[config.mk]
export PLATFORM = sky130hd
export DESIGN_NAME = ysyx_23060191_mc_sequencer
export DESIGN_NICKNAME = d
export VERILOG_FILES = /design/src/rtl/ysyx_23060191_mc_sequencer.sv
export SDC_FILE = /design/constraint.sdc
export NUM_CORES = 1
export LEC_CHECK = 0
export BUFFER_PORTS_ARGS = -buffer_cell sky130_fd_sc_hd__buf_2
export CAP_MARGIN = 15
export CORE_ASPECT_RATIO = 0.9
export CORE_MARGIN = 1.5
export CORE_UTILIZATION = 35
export DETAILED_ROUTE_END_ITERATION = 6
export PLACE_DENSITY = 0.67
export REMOVE_ABC_BUFFERS = 1
export SYNTH_ARGS = -nofsm -noshare
export SYNTH_HDL_FRONTEND = slang
export SYNTH_SLANG_ARGS = --single-unit
[constraint.sdc]
create_clock -name clk -period 9.39 [get_ports clk]
set_clock_uncertainty 0.05 [all_clocks]
set_input_delay 1.878 -clock clk [delete_from_list [all_inputs] [get_ports clk]]
set_output_delay 1.878 -clock clk [all_outputs]
set_load 0.005 [all_outputs]
[src/rtl/ysyx_23060191_mc_sequencer.sv]
// ysyx_23060191_mc_sequencer: multi-cycle instruction sequencer with bus handshakes, counters and timeout.
module ysyx_23060191_mc_sequencer #(
  parameter int XLEN = 32,
  parameter logic [XLEN-1:0] RESET_PC = 32'h8000_0000,
  parameter int TIMEOUT = 255,
  parameter int CNT_W = 64
) (
  input  logic             clk,
  input  logic             rst,
  output logic             ifu_req_valid,
  input  logic             ifu_req_ready,
  output logic [XLEN-1:0]  ifu_req_addr,
  input  logic             ifu_rsp_valid,
  input  logic [31:0]      ifu_rsp_inst,
  input  logic             dec_is_load,
  input  logic             dec_is_store,
  input  logic             dec_wr_rd,
  input  logic             dec_wr_csr,
  input  logic             dec_is_ebreak,
  input  logic [XLEN-1:0]  next_pc,
  output logic             lsu_req_valid,
  input  logic             lsu_req_ready,
  input  logic             lsu_rsp_valid,
  output logic [XLEN-1:0]  pc,
  output logic [31:0]      inst,
  output logic             gpr_wr_en,
  output logic             csr_wr_en,
  output logic             halted,
  output logic             bus_err,
  output logic             err_is_data,
  output logic [CNT_W-1:0] cycle_cnt,
  output logic [CNT_W-1:0] instret_cnt
);
  localparam int TW = ($clog2(TIMEOUT + 1) > 8) ? $clog2(TIMEOUT + 1) : 8;
  typedef enum logic [2:0] {F_REQ, F_WAIT, EXEC, M_REQ, M_WAIT, WB, HALT, ERR} state_t;
  state_t state, state_n;
  logic [TW-1:0] tcnt;
  logic waiting, hit, expire;
  always_comb begin
    waiting = state inside {F_REQ, F_WAIT, M_REQ, M_WAIT};
    hit = (state == F_REQ && ifu_req_ready) || (state == F_WAIT && ifu_rsp_valid) ||
          (state == M_REQ && lsu_req_ready) || (state == M_WAIT && lsu_rsp_valid);
    // the awaited event beats an expiring timeout in the same cycle
    expire = waiting && !hit && tcnt == TW'(TIMEOUT - 1);
    state_n = state;
    case (state)
      F_REQ:   state_n = ifu_req_ready ? F_WAIT : F_REQ;
      F_WAIT:  state_n = ifu_rsp_valid ? EXEC : F_WAIT;
      EXEC:    state_n = dec_is_ebreak ? HALT : (dec_is_load || dec_is_store) ? M_REQ : WB;
      M_REQ:   state_n = lsu_req_ready ? M_WAIT : M_REQ;
      M_WAIT:  state_n = lsu_rsp_valid ? WB : M_WAIT;
      WB:      state_n = F_REQ;
      default: state_n = state;
    endcase
    if (expire) state_n = ERR;
  end
  assign ifu_req_valid = state == F_REQ;
  assign ifu_req_addr  = pc;
  assign lsu_req_valid = state == M_REQ;
  assign gpr_wr_en     = state == WB && dec_wr_rd;
  assign csr_wr_en     = state == WB && dec_wr_csr;
  assign halted        = state == HALT;
  assign bus_err       = state == ERR;
  always_ff @(posedge clk or posedge rst) begin
    if (rst) begin
      state       <= F_REQ;
      pc          <= RESET_PC;
      inst        <= '0;
      tcnt        <= '0;
      err_is_data <= 1'b0;
      cycle_cnt   <= '0;
      instret_cnt <= '0;
    end else begin
      state <= state_n;
      tcnt  <= (state_n == state && waiting) ? tcnt + TW'(1) : '0;
      if (expire) err_is_data <= state inside {M_REQ, M_WAIT};
      if (state == F_WAIT && ifu_rsp_valid) inst <= ifu_rsp_inst;
      if (state == WB) begin
        pc          <= next_pc;
        instret_cnt <= instret_cnt + CNT_W'(1);
      end
      if (!(state inside {HALT, ERR})) cycle_cnt <= cycle_cnt + CNT_W'(1);
    end
  end
endmodule

; ---- Word-level counts from Yosys, hierarchy flattened
; Index checks and enable logic that the tools add are counted.
[word_totals]
register_bits = 204
output_inout_bits = 231
word_cells = 46
input_bits = 75
[classes]
muxes = 9
n_reduce_logical = 18
addsub = 3
n_eq_ne = 9
[op_table]
columns = operator, count
row1 = $add A64 B1 Y64 const B, 2
row2 = $pmux W3 S6, 1
row3 = $eq A3 B3 Y1 const B, 4
row4 = $mux W3, 4
row5 = $logic_and A1 B1 Y1, 9
row6 = $add A8 B1 Y8 const B, 1
row7 = $eq A8 B8 Y1 const B, 1
row8 = $mux W8, 1
row9 = $eq A3 B2 Y1 const B, 2
row10 = $logic_or A1 B1 Y1, 4
row11 = $reduce_bool A2 Y1, 2
row12 = $reduce_bool A4 Y1, 1
row13 = $eq A3 B1 Y1 const B, 1
row14 = $eq A3 B3 Y1, 1
row15 = $logic_not A3 Y1, 1
row16 = $mux W1, 2
row17 = $mux W2, 1
row18 = $logic_not A1 Y1, 1

; ---- Depth between registers and ports, before layout
; Gate-level depths: netlist of the first run.
[depth]
ltp_word = 12
mapped_depth = 10

; ---- Least setup slack after synthesis of the first run
; OpenSTA, ideal clock, no wires.
[synth_timing]
kind = input to output
from = input port dec_wr_csr
to = output port csr_wr_en
arrival_ns = 2.030
setup_slack_ns = 5.432
stages = 1
cell_sequence = and3_1
[synth_between]
elab_chain_cells = 1
[synth_lines]
columns = item, line_no
row1 = "start, declared", 18  ; input logic dec_wr_csr,
row2 = $logic_and A1 B1 Y1, 61  ; assign csr_wr_en = state == WB && dec_wr_csr;
row3 = "end, declared", 27  ; output logic csr_wr_en,
; Every way passes these cells.

; ---- Final worst setup path of the first run
[layout_timing]
from = input port dec_wr_rd
to = output port gpr_wr_en
[layout_between]
elab_chain_cells = 1
[layout_lines]
columns = item, line_no
row1 = "start, declared", 17  ; input logic dec_wr_rd,
row2 = $logic_and A1 B1 Y1, 60  ; assign gpr_wr_en = state == WB && dec_wr_rd;
row3 = "end, declared", 26  ; output logic gpr_wr_en,
; Every way passes these cells.

==> results of run 1 <==
-- synthesized netlist by cell type, types with 2 or more instances --
| cell | number | area share |
|---|---|---|
| or2_2 | 4 | 0.0027 |
| buf_4 | 33 | 0.027 |
| nand3b_1 | 2 | 0.0016 |
| nor4_4 | 2 | 0.0046 |
| nand4_4 | 2 | 0.0046 |
| nand4_2 | 2 | 0.0027 |
| a21oi_1 | 4 | 0.0022 |
| nand4_1 | 29 | 0.020 |
| clkbuf_1 | 12 | 0.0049 |
| ha_1 | 4 | 0.0054 |
| o2111ai_1 | 2 | 0.0019 |
| buf_2 | 4 | 0.0022 |
| nor4_2 | 5 | 0.0068 |
| nor3b_1 | 4 | 0.0033 |
| nand2b_1 | 4 | 0.0027 |
| nor3_4 | 3 | 0.0053 |
| nand3_1 | 45 | 0.024 |
| xnor2_1 | 78 | 0.074 |
| nor2b_1 | 3 | 0.0020 |
| and4_1 | 11 | 0.010 |
| nand2_1 | 56 | 0.023 |
| or4_4 | 4 | 0.0049 |
| or3_1 | 5 | 0.0034 |
| nor4_1 | 5 | 0.0034 |
| dfrtp_1 | 203 | 0.55 |
| nor2_1 | 55 | 0.022 |
| nor3_1 | 16 | 0.0087 |
| inv_1 | 21 | 0.0086 |
| and2_1 | 3 | 0.0020 |
| and3_1 | 16 | 0.011 |
| xor2_1 | 53 | 0.050 |
| mux2_2 | 67 | 0.082 |
-- metrics by stage --
step                worst slack, ps   util  instance area [um^2]  instances  hold slack [ps]
floorplan                      1900      -                  8880        725              415
global placement               5170  0.420                 10900       1381              403
detailed placement             5170  0.420                 10900       1381              408
CTS                            5170  0.449                 11600       1421              416
global route                   5180  0.449                 11600       1421              440
finish                         5170  0.449                 11600       1421              413
-- metal layers --
metal | up-vias | GRT usage | wire [um] | share of wire
li1 | 3194 | - | - | -
met4 | 0 | 0.0443 | 544 | 0.025
met5 | - | 0 | 0 | 0
met3 | 37 | 0.0369 | 1470 | 0.067
met2 | 236 | 0.236 | 9530 | 0.44
met1 | 3269 | 0.222 | 10300 | 0.47
-- state kept, by name (all words and copies together) (netlist names) --
register	flops
err_is_data	1
inst	32
ifu_req_addr	32
cycle_cnt	64
instret_cnt	64
tcnt	8
state	3
-- worst reg2reg max path: stages, from the launching register on --
cell     delay, ps
dfrtp_1        570
and2_1         360
nor3_4         430
nand4_2        340
nor4_2        1000
nand4_1        230
xnor2_1        190
-- power breakdown --
group | internal (mW) | leakage, nW | switching, mW
clock | 0.558 | 0.380 | 0.348
sequential | 1.06 | 2.69 | 0.153
combinational | 0.371 | 2.85 | 0.297
total | 1.99 | 5.91 | 0.798
-- kinds of logic (layout without fill, tap and decap cells) --
group / count (synthesis) / after routing / share of synthesized area
flops: 204 / 204 / 0.555
xor+xnor: 131 / 131 / 0.125
simple gates: 287 / 287 / 0.182
mux: 67 / 67 / 0.0821
compound gates: 11 / 11 / 0.00817
buf+inv: 70 / 369 / 0.0426
fa+ha+maj: 4 / 4 / 0.00544
-- worst max path at each step --
stage | start | end | slack, ps | cells after the start
after CTS | dec_wr_rd | gpr_wr_en | 5170 | 3
after detailed placement | dec_wr_rd | gpr_wr_en | 5170 | 3
after global routing | dec_wr_rd | gpr_wr_en | 5180 | 3
final | dec_wr_rd | gpr_wr_en | 5170 | 3
after global placement | dec_wr_rd | gpr_wr_en | 5170 | 3
after floorplan | rst | cycle_cnt[0]$_DFFE_PP0N_ | 1900 | 1
-- layout make-up --
type                            count  share of cell area
Sequential cell                   204               0.438
Multi-Input combinational cell    500               0.318
Timing Repair Buffer              308               0.133
Clock buffer                       35              0.0593
Tap cell                          348              0.0374
Inverter                           21             0.00741
Clock inverter                      5             0.00645
==> qor.txt, run 1 <==
Status = finished, final reports clean
H-tree lvl count = 1
Hold Crit Class = flop to flop
Most frequent cells in the layout = 305 x buf_2, 203 x dfrtp_1, 78 x xnor2_1, 67 x mux2_2, 56 x nand2_1
CTS tree = built
FP Rows = 56
Worst slew margin = 0.291
Clk root buf = clkbuf_16
Final GP Congestion = 0.750
Setup Buffers After CTS = 0
Worst VDD drop = 0.195 mV
Vias = 6,736
Drt wl/cell = 15.4 um
Post-route ant nets = 0
Clock buffer depth = 3
Critical path's top delay family = buffers and inverters
Worst-margin pin slew = 1050 ps
Crit path cell chain = buf_2 > and3_1 > buf_2
Hold path depth = 1
Sequential fraction of the synthesis area = 0.555
First-pass GRT wire length = 34,800 um
Most common cell after layout, fill and taps aside = buf_2
Syn avg cell area = 11.9 um^2
# fillers = 2,450
Post-synthesis cell count = 774
Critical R2R Capture = cycle_cnt[49]$_DFFE_PP0N_
Slowest CP cell = and3_1
Post-cts gate resize count = 0
Hold path startpoint = instret_cnt[63]$_DFFE_PP0P_
Antenna diode count = 0
Number of distinct library cells after synthesis = 49
Share of layout cells above drive strength 1 = 0.412
Crit path launch type = input port
Cell area after synthesis = 9200 um^2
DP Wirelength = 15,800 um
Fmax = 237 MHz
Unrepaired setup endpoints after global routing = false
Post-synth EDFFs = 0
Main synth FF type = dfrtp_1
Setup TNS = 0 ps
# clock sinks = 204
Hold-fix buffers at CTS = 0
Die ar. = 27,300 um^2
Max-cap violation count = 0
Die width = 174 um
Multi-input combinational cell area = 3700 um^2
Design Power = 2.79 mW
LEAKAGE = 5.91 nW
CTS buffer count = 23
Critical Path End Type = output pin
Req. time, crit path = 7460 ps
Die H = 157 um
Pwr Density = 239 nW/um^2
Port bufs = 305
Clock latency on the worst-skew pair = 500 ps
Reg2reg start = state[2]$_DFF_PP0_
Yosys warnings = 0
Iter 0 DRT Violations = 249
Num ports = 306
Initial Utilization = 0.355
WL final = 21,800 um
Endpoint, Worst Hold = instret_cnt[63]$_DFFE_PP0P_
Largest net degree at the start of global routing = 130
Nets = 1,137
DRC Markers = 0
Kind of critical path = input port to output pin
Initial antenna violation count = 0
Drt pass-1 iters = 4
R2r worst-path depth = 6
GRT Total Usage = 0.156
Global route overflow = 0
# setup viols final = 0
Vias in the first global route = 6,499
Share of async-settable or async-resettable flops after synthesis = 1.00
Final hold vios = 0
Final count of pins violating max slew = 0
Reg clk slew, reported paths = 60 ps
DR vias/cell = 4.74
Period minus WS final = 4220 ps
Critical Path AT = 2290 ps
Crit-path most repeated cell = buf_2
Yosys reg bits = 204
FF-to-FF setup slack = 6110 ps
Max FO, Critical Path = 1
Register area = 5110 um^2
Area Overhead vs Synth = 26.6%
Crit-path max cell delay = 180 ps
Core footprint = 25,900 um^2
Tcrit/Tclk final = 0.449
CP bufs+invs = 2
Power figures use the tool's default switching activity.
==> inputs of run 2 (changes only) <==
==> constraint.sdc (replaced) <==
create_clock -name clk -period 4.15 [get_ports clk]
set_clock_uncertainty 0.05 [all_clocks]
set_input_delay 0.83 -clock clk [delete_from_list [all_inputs] [get_ports clk]]
set_output_delay 0.83 -clock clk [all_outputs]
set_load 0.005 [all_outputs]
==> qor.txt, run 2 (synthesis results as in run 1) <==
Clock buffer depth = 3 (unchanged)
Finished Cell Area = 11,800 um^2 (+1.0%)
Clock latency on the worst-skew pair = 510 ps (about the same)
Num ports = 306 (unchanged)
WL final = 22,100 um (+1.5%)
DP Wirelength = 16,200 um (+2.5%)
Crit path cell chain = and2_1 > nor3_4 > and3_1 > nand4_1 > nor4_1 > xor2_1
Iter 0 DRT Violations = 380 (+53%)
FP Rows = 56 (unchanged)
Vias = 6,771 (+0.52%)
LEAKAGE = 5.96 nW (+0.84%)
Initial antenna violation count = 0 (unchanged)
Core footprint = 25,900 um^2 (unchanged)
Pwr Density = 552 nW/um^2 (+130%)
DRC Markers = 0 (unchanged)
M3 GR Usage = 0.0452 (+0.00826)
CTS buffer count = 24 (+4.3%)
Max FO, Critical Path = 17 (+16)
Crit-path max cell delay = 560 ps (+380 ps)
Global route overflow = 0 (unchanged)
Final count of pins violating max slew = 0 (unchanged)
Area Overhead vs Synth = 27.9%
Post-route ant nets = 0 (unchanged)
Vias in the first global route = 6,493 (-0.092%)
Die H = 157 um (unchanged)
Inst Count DP = 1,383 (+0.14%)
Design Power = 6.49 mW (+130%)
Worst VDD drop = 0.400 mV (+110%)
DR vias/cell = 4.74 (about the same)
# clock sinks = 204 (unchanged)
Kind of critical path = flop to flop
# setup viols final = 0 (unchanged)
Most common cell after layout, fill and taps aside = buf_2
Reg clk slew, reported paths = 60 ps (about the same)
Port bufs = 305 (unchanged)
Antenna diode count = 0 (unchanged)
Die width = 174 um (unchanged)
Req. time, crit path = 4530 ps (-2930 ps)
Core Util, Final = 0.454 (+0.00454)
Final GP Congestion = 0.760 (+1.3%)
Tcrit/Tclk final = 0.690
Max-cap violation count = 0 (unchanged)
CTS tree = built
Post-cts gate resize count = 0 (unchanged)
Largest net degree at the start of global routing = 125 (-3.8%)
Initial Utilization = 0.355 (unchanged)
Top Registers = cycle_cnt (64), instret_cnt (64)
Met1 Use GR = 0.226 (+0.00369)
Drt pass-1 iters = 4 (unchanged)
Unrepaired setup endpoints after global routing = false
Slowest CP cell = dfrtp_1
Hold Crit Class = flop to flop
GRT Total Usage = 0.160 (+0.00386)
Nets = 1,140 (+0.26%)
Crit path launch type = flop
Clk root buf = clkbuf_16
Fmax = 349 MHz
Placed Area = 10,900 um^2 (+0.25%)
H-tree lvl count = 1 (unchanged)
First-pass GRT wire length = 35,500 um (+2.1%)
Layout Cells excl Fill = 1,427 (+0.42%)
Global Route met2 Usage = 0.241 (+0.00514)
Critical Path End Type = flop
Drt wl/cell = 15.5 um (+1.1%)
# fillers = 2,469 (+0.78%)
Final hold vios = 0 (unchanged)
Most frequent cells in the layout = 305 x buf_2, 203 x dfrtp_1, 78 x xnor2_1, 67 x mux2_2, 56 x nand2_1
Status = finished, final reports clean
Hold-fix buffers at CTS = 0 (unchanged)
Die ar. = 27,300 um^2 (unchanged)
Period minus WS final = 2860 ps
GR peak layer = met2
Worst-margin pin slew = 915 ps (-139 ps)
Worst slew margin = 0.390 (+0.0988)
Critical Path AT = 3240 ps (+950 ps)
Share of layout cells above drive strength 1 = 0.418 (+0.00605)
Setup Buffers After CTS = 0 (unchanged)
[run 2: cell types whose count changed in the layout (fill, tap and decap cells not counted)]
cell and change:
clkbuf_8 -2, inv_6 +3, clkbuf_16 +2, buf_12 +1
bufinv_16 +1, buf_4 +1, clkbuf_1 -3, clkinvlp_4 +3
[run 2: critical path, delay by kind of cell (launching register included)]
kind	cells	cell delay, ps
and+or+nand+nor	5	1980
xor gates and xnor gates	1	170
DFF	1	560
[run 2: routing by layer]
layer,share of wire,wire length [um]
met1,0.46,10200
met2,0.44,9820
met3,0.073,1610
met4,0.022,492
met5,0,0
[run 2: path summary, 6_finish.rpt]
| path | startpoint | to | slack [ps] | cells past startpoint |
|---|---|---|---|---|
| setup reg to reg | state[2]$_DFF_PP0_ | cycle_cnt[58]$_DFFE_PP0N_ | 1290 | 6 |
| min in group asynchronous | rst | instret_cnt[53]$_DFFE_PP0P_ | 440 | 2 |
| hold reg to reg | cycle_cnt[63]$_DFFE_PP0N_ | cycle_cnt[63]$_DFFE_PP0N_ | 430 | 1 |
| max in group asynchronous | rst | cycle_cnt[22]$_DFFE_PP0N_ | 2700 | 3 |
| setup / recovery | state[2]$_DFF_PP0_ | cycle_cnt[58]$_DFFE_PP0N_ | 1290 | 6 |
| hold / removal | cycle_cnt[63]$_DFFE_PP0N_ | cycle_cnt[63]$_DFFE_PP0N_ | 430 | 1 |
[run 2: area by class of cell]
class	count	area [um^2]	area share
Inverter	21	86.3	0.00734
Tap cell	348	435	0.0370
Timing Repair Buffer	310	1580	0.134
Sequential cell	204	5110	0.434
Multi-Input combinational cell	500	3700	0.315
Clock inverter	12	154	0.0131
Clock buffer	32	702	0.0597
[run 2: power breakdown]
| group | switching, mW | leakage (nW) | total [mW] | internal (mW) |
|---|---|---|---|---|
| registers | 0.342 | 2.69 | 2.74 | 2.40 |
| logic | 0.674 | 2.86 | 1.52 | 0.842 |
| clock network | 0.854 | 0.415 | 2.24 | 1.38 |
| total | 1.87 | 5.96 | 6.49 | 4.62 |
[run 2: through the flow]
stage	worst slack, ps	hold WS [ps]	setup TNS (ps)
6_report	1290	429	0
5_1_grt	1030	440	0
4_1_cts	1230	435	0
3_5_place_dp	1270	419	0
3_3_place_gp	1320	403	0
2_1_floorplan	-2300	415	-466780
